## src/rtl/demux_serializer_pkg.sv

```systemverilog
// Shared types and sizing for the demux_serializer block.
package demux_serializer_pkg;

    typedef enum logic [1:0] {
        IDLE,
        SHIFT,
        DONE
    } state_e;

    localparam int unsigned CHANNELS = 8;
    localparam int unsigned SEL_W    = 3;
    localparam int unsigned HOLD_W   = 8;

endpackage

```

## src/rtl/demux_serializer_hold_timer.sv

```systemverilog
// Per-channel dwell counter: synchronous clear/enable, terminal count at HOLD_CYCLES-1.
module hold_timer
    import demux_serializer_pkg::*;
#(
    parameter int unsigned HOLD_CYCLES = 1
) (
    input  logic clk,
    input  logic rst_n,
    input  logic clear,
    input  logic enable,
    output logic tc
);

    logic [HOLD_W-1:0] count_q;
    logic [HOLD_W-1:0] count_d;

    always_comb begin
        count_d = count_q;
        if (clear) begin
            count_d = '0;
        end else if (enable) begin
            count_d = count_q + 1'b1;
        end
    end

    always_ff @(posedge clk) begin
        if (!rst_n) begin
            count_q <= '0;
        end else begin
            count_q <= count_d;
        end
    end

    assign tc = (count_q == HOLD_W'(HOLD_CYCLES - 1));

endmodule

```

## src/rtl/demux_serializer.sv

```systemverilog
// Serialises a captured 8-bit word onto the demux data line, stepping the selects per channel.
module demux_serializer
    import demux_serializer_pkg::*;
#(
    parameter int unsigned HOLD_CYCLES = 1
) (
    input  logic       clk,
    input  logic       rst_n,
    input  logic [7:0] data_in,
    input  logic       load,
    output logic       ready,
    output logic       busy,
    output logic       done,
    output logic       a,
    output logic       s0,
    output logic       s1,
    output logic       s2
);

    state_e            state_q, state_d;
    logic [7:0]        word_q, word_d;
    logic [SEL_W-1:0]  ch_q, ch_d;
    logic              timer_clear;
    logic              timer_en;
    logic              tc;

    logic              ready_q, ready_d;
    logic              busy_q, busy_d;
    logic              done_q, done_d;
    logic              a_q, a_d;
    logic [SEL_W-1:0]  sel_q, sel_d;

    hold_timer #(
        .HOLD_CYCLES(HOLD_CYCLES)
    ) u_hold_timer (
        .clk   (clk),
        .rst_n (rst_n),
        .clear (timer_clear),
        .enable(timer_en),
        .tc    (tc)
    );

    always_comb begin
        state_d     = state_q;
        word_d      = word_q;
        ch_d        = ch_q;
        timer_clear = 1'b0;
        timer_en    = 1'b0;
        case (state_q)
            IDLE: begin
                if (load) begin
                    word_d      = data_in;
                    ch_d        = '0;
                    timer_clear = 1'b1;
                    state_d     = SHIFT;
                end
            end
            SHIFT: begin
                timer_en = 1'b1;
                if (tc) begin
                    timer_clear = 1'b1;
                    if (ch_q == SEL_W'(CHANNELS - 1)) begin
                        state_d = DONE;
                    end else begin
                        ch_d = ch_q + 1'b1;
                    end
                end
            end
            DONE: begin
                state_d = IDLE;
            end
            default: begin
                state_d = IDLE;
            end
        endcase
    end

    // Outputs are registered from next-state so they line up with the state they describe.
    always_comb begin
        ready_d = (state_d == IDLE);
        busy_d  = (state_d == SHIFT);
        done_d  = (state_d == DONE);
        a_d     = (state_d == SHIFT) && word_d[ch_d];
        sel_d   = (state_d == SHIFT) ? ch_d : '0;
    end

    always_ff @(posedge clk) begin
        if (!rst_n) begin
            state_q <= IDLE;
            word_q  <= '0;
            ch_q    <= '0;
            ready_q <= 1'b1;
            busy_q  <= 1'b0;
            done_q  <= 1'b0;
            a_q     <= 1'b0;
            sel_q   <= '0;
        end else begin
            state_q <= state_d;
            word_q  <= word_d;
            ch_q    <= ch_d;
            ready_q <= ready_d;
            busy_q  <= busy_d;
            done_q  <= done_d;
            a_q     <= a_d;
            sel_q   <= sel_d;
        end
    end

    assign ready = ready_q;
    assign busy  = busy_q;
    assign done  = done_q;
    assign a     = a_q;
    assign s0    = sel_q[2];
    assign s1    = sel_q[1];
    assign s2    = sel_q[0];

endmodule

```

## config.mk

```make
export PLATFORM = sky130hd
export DESIGN_NAME = demux_serializer
export DESIGN_NICKNAME = d
export VERILOG_FILES = /design/src/rtl/demux_serializer_pkg.sv /design/src/rtl/demux_serializer_hold_timer.sv /design/src/rtl/demux_serializer.sv
export SDC_FILE = /design/constraint.sdc
export NUM_CORES = 1
export LEC_CHECK = 0
export ABC_AREA = 1
export ABC_CLOCK_PERIOD_IN_PS = 1690
export CAP_MARGIN = 20
export CORE_MARGIN = 2
export CORE_UTILIZATION = 45
export CTS_BUF_LIST = sky130_fd_sc_hd__clkbuf_8
export DETAILED_ROUTE_END_ITERATION = 10
export PLACE_DENSITY_LB_ADDON = 0.2
export SLEW_MARGIN = 40
export SYNTH_ARGS = -nofsm -noshare
export SYNTH_HDL_FRONTEND = slang
export SYNTH_SLANG_ARGS = --single-unit
```

## constraint.sdc

```tcl
create_clock -name clk -period 1.69 [get_ports clk]
set_clock_uncertainty 0.15 [all_clocks]
set_input_delay 0.169 -clock clk [delete_from_list [all_inputs] [get_ports clk]]
set_output_delay 0.169 -clock clk [all_outputs]
set_load 0.005 [all_outputs]
```

==> impl_metrics.env, run 1 <==
export IMPL_cts_tree="built"
export IMPL_yosys_warnings=0
export IMPL_async_flop_share_pct=0
export IMPL_initial_core_util_pct=47.3
export IMPL_finalSetupViolations=0
export IMPL_final_hold_violation_count=0
export IMPL_syn_nets=176
export IMPL_critPathSlowestCell="dfxtp_1"
export IMPL_grt_overflow_total=0
export IMPL_fp_dieH_um=57.6
export IMPL_cts_hold_fix_buffers=0
export IMPL_dp_hpwl_um=2090
export IMPL_netlist_instances=162
export IMPL_clk_latency_ns=0.27
export IMPL_cts_root_buf="clkbuf_8"
export IMPL_synthAdderAreaFrac_pct=2.90
export IMPL_yosys_register_bits=28
export IMPL_totalWireLength_um=2630
export IMPL_grt_pass1_wl_um=4550
export IMPL_powerDensity_mw_per_mm2=818
export IMPL_synth_area_mux_share_pct=0
export IMPL_die_area_mm2=0.00332
export IMPL_placed_area_mm2=0.00164
export IMPL_cts_sinks=28
export IMPL_synthTopCellsByArea="dfxtp_1 43%, nand2_1 11%, inv_1 4.9%, nor2_1 4.6%, nand3_1 4.3%"
export IMPL_place_ws_ns=-0.160
export IMPL_synth_top_flop_cell="dfxtp_1"
export IMPL_drive_gt1_share_pct=29.4
export IMPL_final_max_slew_viol_count=0
export IMPL_required_ns=1.72
export IMPL_avgRoutedWirePerCell_um=11.3
export IMPL_rows=19
export IMPL_antenna_found_initial=0
export IMPL_crit_buf_inv=1
export IMPL_initialDrtViolationCount=22
export IMPL_cp_max_fo=5
export IMPL_p_leak_nw=0.771
export IMPL_status="complete, no violations"
export IMPL_period_needed_ns=1.59
export IMPL_final_cell_area_mm2=0.00176
export IMPL_synthMostInstantiatedCell="nand2_1"
export IMPL_fin_setup_tns_ns=0
export IMPL_avgViaCountPerCell=5.00
export IMPL_grt_start_max_net_pins=17
export IMPL_nets=216
export IMPL_cp_start_kind="register"
export IMPL_clkTransAtPathRegs_ns=0.09
export IMPL_path_cells="nor3_4, buf_4, or2_2, o21a_1, nand2_1, nand3_1, nand3_1, nand2_1"
export IMPL_crit_family="simple AND/OR/NAND/NOR gates"
export IMPL_htree_num_levels=1
export IMPL_ys_types=34
export IMPL_gp_congestion=0.840
export IMPL_cp_arrival_ns=1.61
export IMPL_coreArea_mm2=0.00273
export IMPL_clk_path_buf_depth=2
export IMPL_hold_slack_ns=0.328
export IMPL_cap_violations=0
export IMPL_synth_avg_cell_area_um2=7.99
export IMPL_grt_total_usage_pct=17.3
export IMPL_drc=0
export IMPL_vdd_ir_drop_max_uv=578
export IMPL_crit_type="register to register"
export IMPL_fmax_ghz=0.630
export IMPL_synth_common_cells="37 x nand2_1, 28 x dfxtp_1, 17 x inv_1"
export IMPL_fin_crit_sh_pct=93.9
export IMPL_crit_path_end_kind="register"
export IMPL_synth_top_area_share_pct=43.3
export IMPL_die_width_um=57.6
export IMPL_setup_slack_ns=0.103
export IMPL_synth_compound_area_share_pct=7.74
export IMPL_synth_top_family_by_area="simple AND/OR/NAND/NOR gates"
export IMPL_synth_xor_area_share_pct=1.35
export IMPL_syn2layout_area_growth_pct=35.7
export IMPL_yosys_area_top_type="dfxtp_1"
export IMPL_ant_nets=0
export IMPL_antennaDiodeCount=0
export IMPL_synth_simple_gate_area_share_pct=37.0
export IMPL_port_buffers=17
export IMPL_grt_pass1_vias=1120
export IMPL_worstMarginPinSlew_ns=0.426
export IMPL_slew_headroom_pct=71.6
export IMPL_synth_edf_count=0
export IMPL_drtPass1Iterations=4
export IMPL_cts_buffers=3
export IMPL_rsz0062_at_grt="true"
export IMPL_synth_seq_area_share_pct=43.3
export IMPL_mappedNetlistArea_mm2=0.00129
export IMPL_ioPinCount=18
export IMPL_critPathMaxStageDelay_ns=0.49
export IMPL_hp_class="register to register"
export IMPL_vias=1159
==> report_power, final <==
part | internal (mW) | total, mW | switching, mW
Sequential | 0.684 | 0.696 | 0.0112
Combinational | 0.112 | 0.225 | 0.113
Clock | 0.317 | 0.516 | 0.199
==> worst min-delay path, stage by stage (launching register included) <==
cell and delay (ns):
dfxtp_1 0.31, nand2_1 0.07, a21oi_1 0.06
==> per-stage QoR <==
step	cells	power, mW	utilization (%)
after floorplan	162	0.828	-
after global placement	228	0.918	59.9
after detailed placement	228	0.925	59.9
after CTS	232	1.44	62.5
after global routing	232	1.50	64.2
final	232	1.44	64.2
==> metal layers <==
metal	track usage, %	up-vias	wire length, um
li1	-	596	-
met1	21.1	534	1190
met2	31.2	25	1300
met3	2.90	4	108
met4	4.98	0	26
met5	0	-	0
==> logic make-up (layout without fill, tap and decap cells) <==
logic type,Yosys count,in the layout
buffers and inverters,24,63
and+or+nand+nor,89,89
adders and majority gates,3,3
AOI/OAI and AO/OA,16,16
DFF,28,28
xor gates and xnor gates,2,2
==> sequential cells by signal (all words and copies together), names as in the netlist <==
| name | flops |
|---|---|
| done | 1 |
| a | 1 |
| sel_q | 3 |
| u_hold_timer.count_q | 8 |
| ch_q | 3 |
| busy | 1 |
| state_q | 2 |
| word_q | 8 |
| ready | 1 |
==> cells in the final DEF (no fill, tap or decap), drive strengths merged <==
master and n:
a21oi 9, a31o 1, buf 20, bufinv 1, clkbuf 3, clkdlybuf4s50 17, dfxtp 28, ha 3
inv 22, nand2 42, nand3 15, nand4 3, nor2 20, nor3 5, nor3b 2, o21a 2
o21ai 2, o21bai 1, o22ai 1, or2 2, xnor2 1, xor2 1
==> path summary, 6_finish.rpt <==
path | from | to | slack, ns | cells past startpoint
worst max register to register | state_q[1] | a | 0.10 | 8
worst min-delay path | word_q[5] | word_q[5] | 0.33 | 2
worst max-delay path | state_q[1] | a | 0.10 | 8
worst min register to register | word_q[5] | word_q[5] | 0.33 | 2
==> layout make-up <==
type | instances | area (um^2)
Fill cell | 224 | 978
Multi-Input combinational cell | 110 | 677
Timing Repair Buffer | 37 | 320
Tap cell | 31 | 38.8
Inverter | 22 | 85.1
Clock buffer | 3 | 41.3
Sequential cell | 28 | 563
Clock inverter | 1 | 30.0
==> repair_timing <==
action                     in CTS  in global routing
setup buffers                   0                  0
gates resized for setup         0                 15
setup endpoints to repair       0                  5
(Power assumes the default switching activity.)
==> run 2, diff against run 1 <==
CELL_PAD_IN_SITES_DETAIL_PLACEMENT = 2   (was default)
CELL_PAD_IN_SITES_GLOBAL_PLACEMENT = 2   (was default)
CORE_UTILIZATION = 29   (was 45)
GPL_TIMING_DRIVEN = 0   (was default)
==> run 2 against run 1 <==
Worst hold slack worse by 0.0087 ns. Sequential power hardly changed. Cell area shrank 4.6%. Clock power shrank 27%. Via count down 2.2%. Worst setup slack got worse by 0.042 ns. Combinational power fell by 4%. Critical path depth is 3 higher. Count of clock-buffer cells in the layout is the same. Critical path type unchanged.
==> impl_metrics.env, run 2 (synthesis gave the netlist of run 1 again) <==
export IMPL_status="complete, no violations"
export IMPL_cts_tree="built"
export IMPL_required_ns=1.72
export IMPL_grt_pass1_wl_um=5940
export IMPL_rsz0062_at_grt="true"
export IMPL_final_hold_violation_count=0
export IMPL_crit_family="simple AND/OR/NAND/NOR gates"
export IMPL_antenna_found_initial=0
export IMPL_fp_dieH_um=70.8
export IMPL_cp_arrival_ns=1.66
export IMPL_worstMarginPinSlew_ns=0.524
export IMPL_p_leak_nw=0.707
export IMPL_met1_length_um=1580
export IMPL_nets=201
export IMPL_fmax_ghz=0.614
export IMPL_place_ws_ns=-0.227
export IMPL_clkTransAtPathRegs_ns=0.10
export IMPL_top_regs="u_hold_timer.count_q: 8 flops, word_q: 8 flops"
export IMPL_grt_pass1_vias=1214
export IMPL_crit_type="register to register"
export IMPL_avgViaCountPerCell=4.78
export IMPL_initialDrtViolationCount=39
export IMPL_antennaDiodeCount=0
export IMPL_dp_hpwl_um=2560
export IMPL_die_width_um=70.8
export IMPL_slew_headroom_pct=65.1
export IMPL_initial_core_util_pct=29.9
export IMPL_grt_overflow_total=0
export IMPL_path_cells="inv_2, ha_4, nand2_4, nor2_8, nand3_4, nand2_4, nand2_4, nand2_1, nand3_1, nand3_1, nand2_1"
export IMPL_drc=0
export IMPL_critPathSlowestCell="dfxtp_2"
export IMPL_cp_common_cell="nand2_4"
export IMPL_layout_common_cells="34 x nand2_1, 24 x dfxtp_1, 17 x clkdlybuf4s50_1, 15 x inv_1, 14 x nor2_1"
export IMPL_syn2layout_area_growth_pct=29.4
export IMPL_period_needed_ns=1.63
export IMPL_clk_latency_ns=0.28
export IMPL_cap_violations=0
export IMPL_grt_start_max_net_pins=15
export IMPL_crit_path_end_kind="register"
export IMPL_gp_congestion=0.717
export IMPL_cts_hold_fix_buffers=0
export IMPL_placed_area_mm2=0.00153
export IMPL_wl_met2_um=1740
export IMPL_totalWireLength_um=3480
export IMPL_port_buffers=17
export IMPL_finalNonFillerCells=237
export IMPL_place_inst=231
export IMPL_htree_num_levels=1
export IMPL_cts_sinks=28
export IMPL_crit_buf_inv=1
export IMPL_wl_met3_um=108
export IMPL_cp_max_fo=5
export IMPL_rows=24
export IMPL_die_area_mm2=0.00501
export IMPL_vdd_ir_drop_max_uv=259
export IMPL_final_cell_area_mm2=0.00167
export IMPL_drtPass1Iterations=4
export IMPL_setup_slack_ns=0.0608
export IMPL_critPathMaxStageDelay_ns=0.35
export IMPL_final_max_slew_viol_count=0
export IMPL_ioPinCount=18
export IMPL_powerDensity_mw_per_mm2=770
export IMPL_vias=1133
export IMPL_coreArea_mm2=0.00432
export IMPL_drive_gt1_share_pct=24.9
export IMPL_layout_commonest_cell="nand2_1"
export IMPL_fill_cells=514
export IMPL_cts_buffers=3
export IMPL_clk_path_buf_depth=2
export IMPL_cp_start_kind="register"
export IMPL_hp_class="primary input to register"
export IMPL_ant_nets=0
export IMPL_top_layer="met4"
export IMPL_finalSetupViolations=0
export IMPL_fin_crit_sh_pct=96.4
export IMPL_avgRoutedWirePerCell_um=14.7
export IMPL_grt_total_usage_pct=15.0
export IMPL_cts_root_buf="clkbuf_8"
-- run 2: cell types whose count changed in the layout (fill, tap and decap cells not counted), moves of 2 or more --
cell | previous run | this run
buf_4 | 20 | 3
nand2_2 | 6 | 2
nand2_4 | 3 | 6
dfxtp_1 | 26 | 24
dfxtp_2 | 2 | 4
nand3_1 | 11 | 9
nand3_2 | 1 | 3
-- run 2: final timing paths --
kind / from / to / slack, ns / cells after the start
worst max register to register: u_hold_timer.count_q[0] / a / 0.06 / 11
worst min-delay path: data_in[2] / word_q[2] / 0.32 / 3
worst max-delay path: u_hold_timer.count_q[0] / a / 0.06 / 11
worst min register to register: word_q[4] / word_q[4] / 0.33 / 2
-- run 2: layout make-up --
class | count | area (um^2) | share of cell area (%)
Buffer | 2 | 15.0 | 0.897
Clock buffer | 3 | 41.3 | 2.47
Timing Repair Buffer | 20 | 193 | 11.5
Multi-Input combinational cell | 110 | 709 | 42.4
Inverter | 22 | 85.1 | 5.08
Tap cell | 52 | 65.1 | 3.89
Sequential cell | 28 | 566 | 33.8
-- run 2: layer usage --
metal	GRT usage (%)	vias to the layer above
met5	0	-
met4	5.66	0
met3	1.85	4
met2	25.8	19
met1	19.1	548
li1	-	562
-- run 2: timing repair --
action / 4_1_cts / 5_1_grt
setup buffers: 1 / 2
hold endpoints to repair: 0 / 0
resized for setup: 10 / 14
setup endpoints to repair: 11 / 5
pin swaps: 1 / 8
-- run 2: metrics by stage --
step	utilization [%]	power, mW	hold WS, ns	setup TNS (ns)
floorplan	-	0.828	0.0890	0
global placement	35.4	0.895	0.308	-0.350
detailed placement	35.4	0.906	0.321	-0.991
CTS	37.3	1.30	0.319	0
global route	38.7	1.36	0.345	-0.0751
finish	38.7	1.29	0.320	0
-- run 2: tightest hold or removal path, stage by stage --
cell,delay [ns]
clkdlybuf4s50_1,0.40
nand2_1,0.08
a21oi_1,0.06
-- run 2: report_power, final --
group          total [mW]  internal (mW)  switching (mW)  leakage (nW)
Combinational       0.216         0.0957           0.120         0.455
Clock               0.376          0.161           0.215        0.0216
Sequential          0.697          0.685          0.0122         0.230
Total                1.29          0.941           0.348         0.707
==> run 3, diff against run 2 <==
ABC_CLOCK_PERIOD_IN_PS = 2100   (was 1690)
CORE_UTILIZATION = 35   (was 29)
clock period = 2.1 ns   (was 1.69 ns; I/O delays follow)
==> run 3 against run 2 <==
Combinational power shrank 28%. Sequential power shrank 20%. Die area fell by 16%. Critical path depth decreased by 2. Non-clock buffer count decreased by 3. First-iteration DRC count down 28%. Global-route usage rose by 3.2 points. Flip-flop and latch count did not move. Worst setup slack improved by 0.20 ns. Critical path type unchanged. Critical endpoint unchanged.
==> impl_metrics.env, run 3 (synthesis gave the netlist of run 1 again) <==
export IMPL_nets=198
export IMPL_ant_nets=0
export IMPL_initialDrtViolationCount=28
export IMPL_wl_met2_um=1720
export IMPL_grt_pass1_wl_um=5850
export IMPL_rsz0062_at_grt="false"
export IMPL_clk_latency_ns=0.27
export IMPL_cts_repair_resized=0
export IMPL_layout_common_cells="37 x nand2_1, 28 x dfxtp_1, 17 x inv_1, 17 x clkdlybuf4s50_1, 16 x nor2_1"
export IMPL_holdPathStages=2
export IMPL_finalSetupViolations=0
export IMPL_drc=0
export IMPL_grt_overflow_total=0
export IMPL_cts_buffers=3
export IMPL_top_regs="u_hold_timer.count_q: 8 flops, word_q: 8 flops"
export IMPL_fp_dieH_um=64.8
export IMPL_layout_commonest_cell="nand2_1"
export IMPL_top_layer="met4"
export IMPL_hold_slack_ns=0.337
export IMPL_die_area_mm2=0.00420
export IMPL_cts_tree="built"
export IMPL_gp_congestion=0.758
export IMPL_fin_setup_tns_ns=0
export IMPL_clkTransAtPathRegs_ns=0.10
export IMPL_required_ns=2.13
export IMPL_crit_type="register to register"
export IMPL_r2r_slack_ns=0.27
export IMPL_cp_max_fo=6
export IMPL_p_leak_nw=0.681
export IMPL_coreArea_mm2=0.00361
export IMPL_period_needed_ns=1.83
export IMPL_place_inst=227
export IMPL_drive_gt1_share_pct=15.8
export IMPL_clk_path_buf_depth=2
export IMPL_met1_length_um=1510
export IMPL_final_max_slew_viol_count=0
export IMPL_status="complete, no violations"
export IMPL_cts_root_buf="clkbuf_8"
export IMPL_hp_class="register to register"
export IMPL_avgRoutedWirePerCell_um=14.3
export IMPL_totalWireLength_um=3310
export IMPL_rows=22
export IMPL_antennaDiodeCount=0
export IMPL_cp_start_kind="register"
export IMPL_syn2layout_area_growth_pct=23.3
export IMPL_grt_total_usage_pct=18.1
export IMPL_cts_sinks=28
export IMPL_die_width_um=64.8
export IMPL_vias=1114
export IMPL_grt_start_max_net_pins=17
export IMPL_fill_cells=429
export IMPL_crit_path_end_kind="register"
export IMPL_port_buffers=17
export IMPL_grt_pass1_vias=1286
export IMPL_powerDensity_mw_per_mm2=716
export IMPL_htree_num_levels=1
export IMPL_finalNonFillerCells=231
export IMPL_placed_area_mm2=0.00152
export IMPL_slew_headroom_pct=66.7
export IMPL_antenna_found_initial=0
export IMPL_ioPinCount=18
export IMPL_avgViaCountPerCell=4.82
export IMPL_cap_violations=0
export IMPL_fmax_ghz=0.545
export IMPL_fin_crit_sh_pct=87.4
export IMPL_wl_met3_um=62
export IMPL_dp_hpwl_um=2600
export IMPL_r2r_cells=9
export IMPL_vdd_ir_drop_max_uv=227
export IMPL_worstMarginPinSlew_ns=0.499
export IMPL_initial_core_util_pct=35.9
export IMPL_final_hold_violation_count=0
export IMPL_drtPass1Iterations=4
export IMPL_final_cell_area_mm2=0.00160
export IMPL_cts_hold_fix_buffers=0
export IMPL_cp_arrival_ns=1.87
export IMPL_cts_setup_buffers=0
[run 3: cell types whose count changed in the layout (fill, tap and decap cells not counted), moves of 3 or more]
cell,previous run,this run
dfxtp_1,24,28
dfxtp_2,4,0
buf_4,3,0
nand2_1,34,37
nand2_4,6,3
[run 3: final timing paths]
path / start / endpoint
worst min-delay path: word_q[0] / word_q[0]
worst max register to register: u_hold_timer.count_q[0] / a
worst min register to register: word_q[0] / word_q[0]
worst max-delay path: u_hold_timer.count_q[0] / a
[run 3: area by class of cell]
cell class / instances / area (um^2) / share of cell area, %
Multi-Input combinational cell: 110 / 634 / 39.8
Sequential cell: 28 / 561 / 35.1
Timing Repair Buffer: 17 / 170 / 10.7
Inverter: 22 / 83.8 / 5.25
Tap cell: 48 / 60.1 / 3.76
Clock buffer: 3 / 41.3 / 2.59
Clock inverter: 1 / 30.0 / 1.88
Buffer: 2 / 15.0 / 0.941
[run 3: stage by stage]
| stage | util, % | power [mW] | worst slack [ns] |
|---|---|---|---|
| after global placement | 42.3 | 0.719 | 0.175 |
| final | 44.2 | 1.14 | 0.266 |
| after floorplan | - | 0.667 | 0.500 |
| after detailed placement | 42.3 | 0.730 | 0.115 |
| after global routing | 44.2 | 1.21 | 0.0821 |
| after CTS | 44.2 | 1.16 | 0.210 |
[run 3: metal layers]
layer / track usage [%] / vias up
met4: 5.59 / 0
li1: - / 558
met2: 32.9 / 12
met5: 0 / -
met1: 22.1 / 542
met3: 2.26 / 2
[run 3: where the power goes]
| group | total [mW] | internal [mW] | switching [mW] |
|---|---|---|---|
| sequential | 0.559 | 0.550 | 0.00828 |
| combinational | 0.155 | 0.0671 | 0.0882 |
| clock | 0.429 | 0.255 | 0.173 |
| total | 1.14 | 0.873 | 0.270 |
[run 3: critical path: stages, from the launching register on]
cell	delay [ns]
dfxtp_1	0.34
inv_1	0.14
ha_1	0.17
nand2_1	0.13
nor2_8	0.19
nand3_2	0.11
nand3_1	0.28
nor2_1	0.09
nand3_1	0.09
nand2_1	0.05
==> RTL edit: new RTL, flow settings as in run 1 <==
Reset style: asynchronous (`rst_n`), changed in 2 clocked blocks.
--- a/src/rtl/demux_serializer_hold_timer.sv
+++ b/src/rtl/demux_serializer_hold_timer.sv
@@ -25,3 +25,3 @@
 
-    always_ff @(posedge clk) begin
+    always_ff @(posedge clk or negedge rst_n) begin
         if (!rst_n) begin
--- a/src/rtl/demux_serializer.sv
+++ b/src/rtl/demux_serializer.sv
@@ -86,3 +86,3 @@
 
-    always_ff @(posedge clk) begin
+    always_ff @(posedge clk or negedge rst_n) begin
         if (!rst_n) begin
Formal check against the unedited RTL: differs if rst_n is asserted again (counterexample within 4 cycles, from zero or initial values and one cycle with rst_n low); with rst_n held inactive, the same outputs for 10 cycles.
==> RTL edit against run 1 <==
- the flow now finishes with violations (negative setup slack)
- via count up 7.2%
- maximum frequency down 9.6%
- sequential share of layout area up 1.9 points
- non-clock buffer count increased by 14
- worst setup slack worse by 170 ps
- critical endpoint is now a
- critical path depth rose by 4
- area after synthesis grew 11%
- sequential cell count stayed put
- wire length up 29%
- synthesized cell count is 0.62% lower
- design area is 18% higher
Power is not compared: it rests on default switching activity, and its combinational part moved more than twofold at a synthesized area within 25%.
==> RTL edit: results (changes against run 1) <==
** Global route
- The pin count of the biggest net entering global routing is 29 (was 17).
- The wire length of the first global-routing pass came to 5520 um (was 4550 um).
- The total routing usage reported by global routing came to 20.3% (was 17.3%).
- The met1 track demand over resource in global routing was 26.0% (was 21.1%).
- The met3 capacity usage during global routing was 3.20% (was 2.90%).
- Met2 Use GR :: 34.3% (was 31.2%)

** Setup path
- The maximum fanout count along the critical path was 3 (was 5).
- Termination of the worst setup path :: a (unchanged)
- CP peak stage delay :: 400 ps (was 490 ps)
- Data arrival, critical path :: 1830 ps (was 1610 ps)
- Start of the worst register-to-register path :: ch_q[1] (was state_q[1])
- The slowest cell on the critical path is sky130_fd_sc_hd__dfrtp_1 (was sky130_fd_sc_hd__dfxtp_1).
- Reg2reg path depth :: 12 (was 8)

** Routing
- Mean routed wirelength per cell :: 13.1 um (was 11.3 um)
- Total number of vias :: 1242 (was 1159)
- The detailed router's first-iteration violation count came to 35 (was 22).

** Run status
- The final reports fail on negative setup slack.
- Status :: complete, but fails checks (was completed)

** Placement
- The post-detailed-placement cell area is 1810 um2 (was 1640 um2).
- The half-perimeter wire length after detailed placement is 2220 um (was 2090 um).
- Routability congestion estimate :: 0.837 (was 0.840)

** Worst hold path
- The worst min-delay path category was primary input to asynchronous set/reset pin (was register to register).

** Yosys
- Share of flip-flops with an asynchronous set or reset :: 100% (was 0%)
- The area share of fa/ha/maj cells after synthesis was 2.61% (was 2.90%).
- Synthesized-area fraction occupied by ao, oa, aoi and oai cells :: 7.40% (was 7.74%)
- Most numerous cell types in the synthesized netlist: sky130_fd_sc_hd__dfrtp_1, sky130_fd_sc_hd__inv_1, sky130_fd_sc_hd__nand2_1 (was sky130_fd_sc_hd__nand2_1, sky130_fd_sc_hd__dfxtp_1, sky130_fd_sc_hd__inv_1).
- The number of library cell types mapped by synthesis is 29 (was 34).
- The part of the Yosys area used for sequential elements came to 48.9% (was 43.3%).
- Leading cell types by total area after synthesis :: sky130_fd_sc_hd__dfrtp_1, sky130_fd_sc_hd__inv_1, sky130_fd_sc_hd__nand2_1, sky130_fd_sc_hd__nand3_1, sky130_fd_sc_hd__nor2_1 (was sky130_fd_sc_hd__dfxtp_1, sky130_fd_sc_hd__nand2_1, sky130_fd_sc_hd__inv_1, sky130_fd_sc_hd__nor2_1, sky130_fd_sc_hd__nand3_1)
- The most common flop cell mapped by yosys is sky130_fd_sc_hd__dfrtp_1 (was sky130_fd_sc_hd__dfxtp_1).
- Synth Net Count :: 175 (was 176)
- Xor/xnor cell area share of the yosys netlist :: 1.22% (was 1.35%)

** STA
- The slack of the critical path is -65.5 ps (was 103 ps).
- The final-report setup violation count is 1 (was 0).
- Slew headroom :: 77.2% (was 71.6%)
- Setup_tns :: -65.5 ps (was 0 ps)

** Finish
- The total of fill cells in the finished design came to 234 (was 224).
- Share of final-layout standard cells stronger than drive strength 1 :: 40.5% (was 29.4%)
- The post-layout net count is 230 (was 216).

** Clock network
- The H-tree depth came to 1 (unchanged).

** Pwr
- The analysis attributes to cell leakage a power of 0.997 nW.
==> RTL edit: metrics by stage <==
stage          total power (W)  utilization (%)  instances  worst slack, ps
4_1_cts                0.00347             63.4        252             1.13
3_3_place_gp           0.00288             59.1        240             -158
6_report               0.00380             67.7        259            -65.5
2_1_floorplan          0.00222                -        161             89.1
5_1_grt                0.00410             67.7        259             -157
3_5_place_dp           0.00295             59.1        240             -192
==> RTL edit: cell type report <==
type                            instances  share of cell area, %
Multi-Input combinational cell        102                   33.5
Inverter                               30                   5.45
Clock buffer                            4                   2.67
Sequential cell                        28                   34.0
Timing Repair Buffer                   51                   21.7
Tap cell                               44                   2.67
==> RTL edit: routing by layer <==
metal	wire (um)	share of wire (%)	vias to the layer above
met5	0	0	-
met4	60	1.8	0
met3	124	3.7	5
met2	1700	50	31
met1	1500	44	602
li1	-	-	604
==> RTL edit: worst min-delay path by stage <==
| stage | from | cells after the start | end | slack, ps |
|---|---|---|---|---|
| finish | rst_n | 2 | u_hold_timer.count_q[6] | 100 |
| global placement | u_hold_timer.count_q[5] | 1 | u_hold_timer.count_q[5] | 360 |
| floorplan | rst_n | 0 | a | -280 |
| global route | rst_n | 2 | u_hold_timer.count_q[6] | 130 |
| CTS | rst_n | 2 | u_hold_timer.count_q[0] | 130 |
| detailed placement | u_hold_timer.count_q[5] | 1 | u_hold_timer.count_q[5] | 370 |
==> RTL edit: kinds of logic (layout without fill, tap and decap cells) <==
group,Yosys count,after routing
adder cells (fa/ha/maj),3,3
AO/OA/AOI/OAI,18,18
buffers and inverters,31,85
AND/OR/NAND/NOR,79,79
flip-flops,28,28
XOR/XNOR,2,2
==> RTL edit: timing repair <==
| item | CTS | global route |
|---|---|---|
| pin swaps | 8 | 8 |
| buffers inserted | 8 | 8 |
| endpoints found under the setup margin | 1 | 6 |
| resized for setup | 9 | 19 |
==> RTL edit: power breakdown <==
part / total (W) / switching, W / leakage (nW) / internal (W)
sequential: 0.00103 / 0.000114 / 0.339 / 0.000920
clock: 0.000434 / 0.000225 / 0.0288 / 0.000209
combinational: 0.00233 / 0.00121 / 0.629 / 0.00112
==> RTL edit: worst register-to-register path, delay by kind of cell, from the launching register on <==
family / cells / cell delay (ps)
DFF: 1 / 400
buffers and inverters: 1 / 60
and+or+nand+nor: 10 / 880
adders and majority gates: 1 / 210
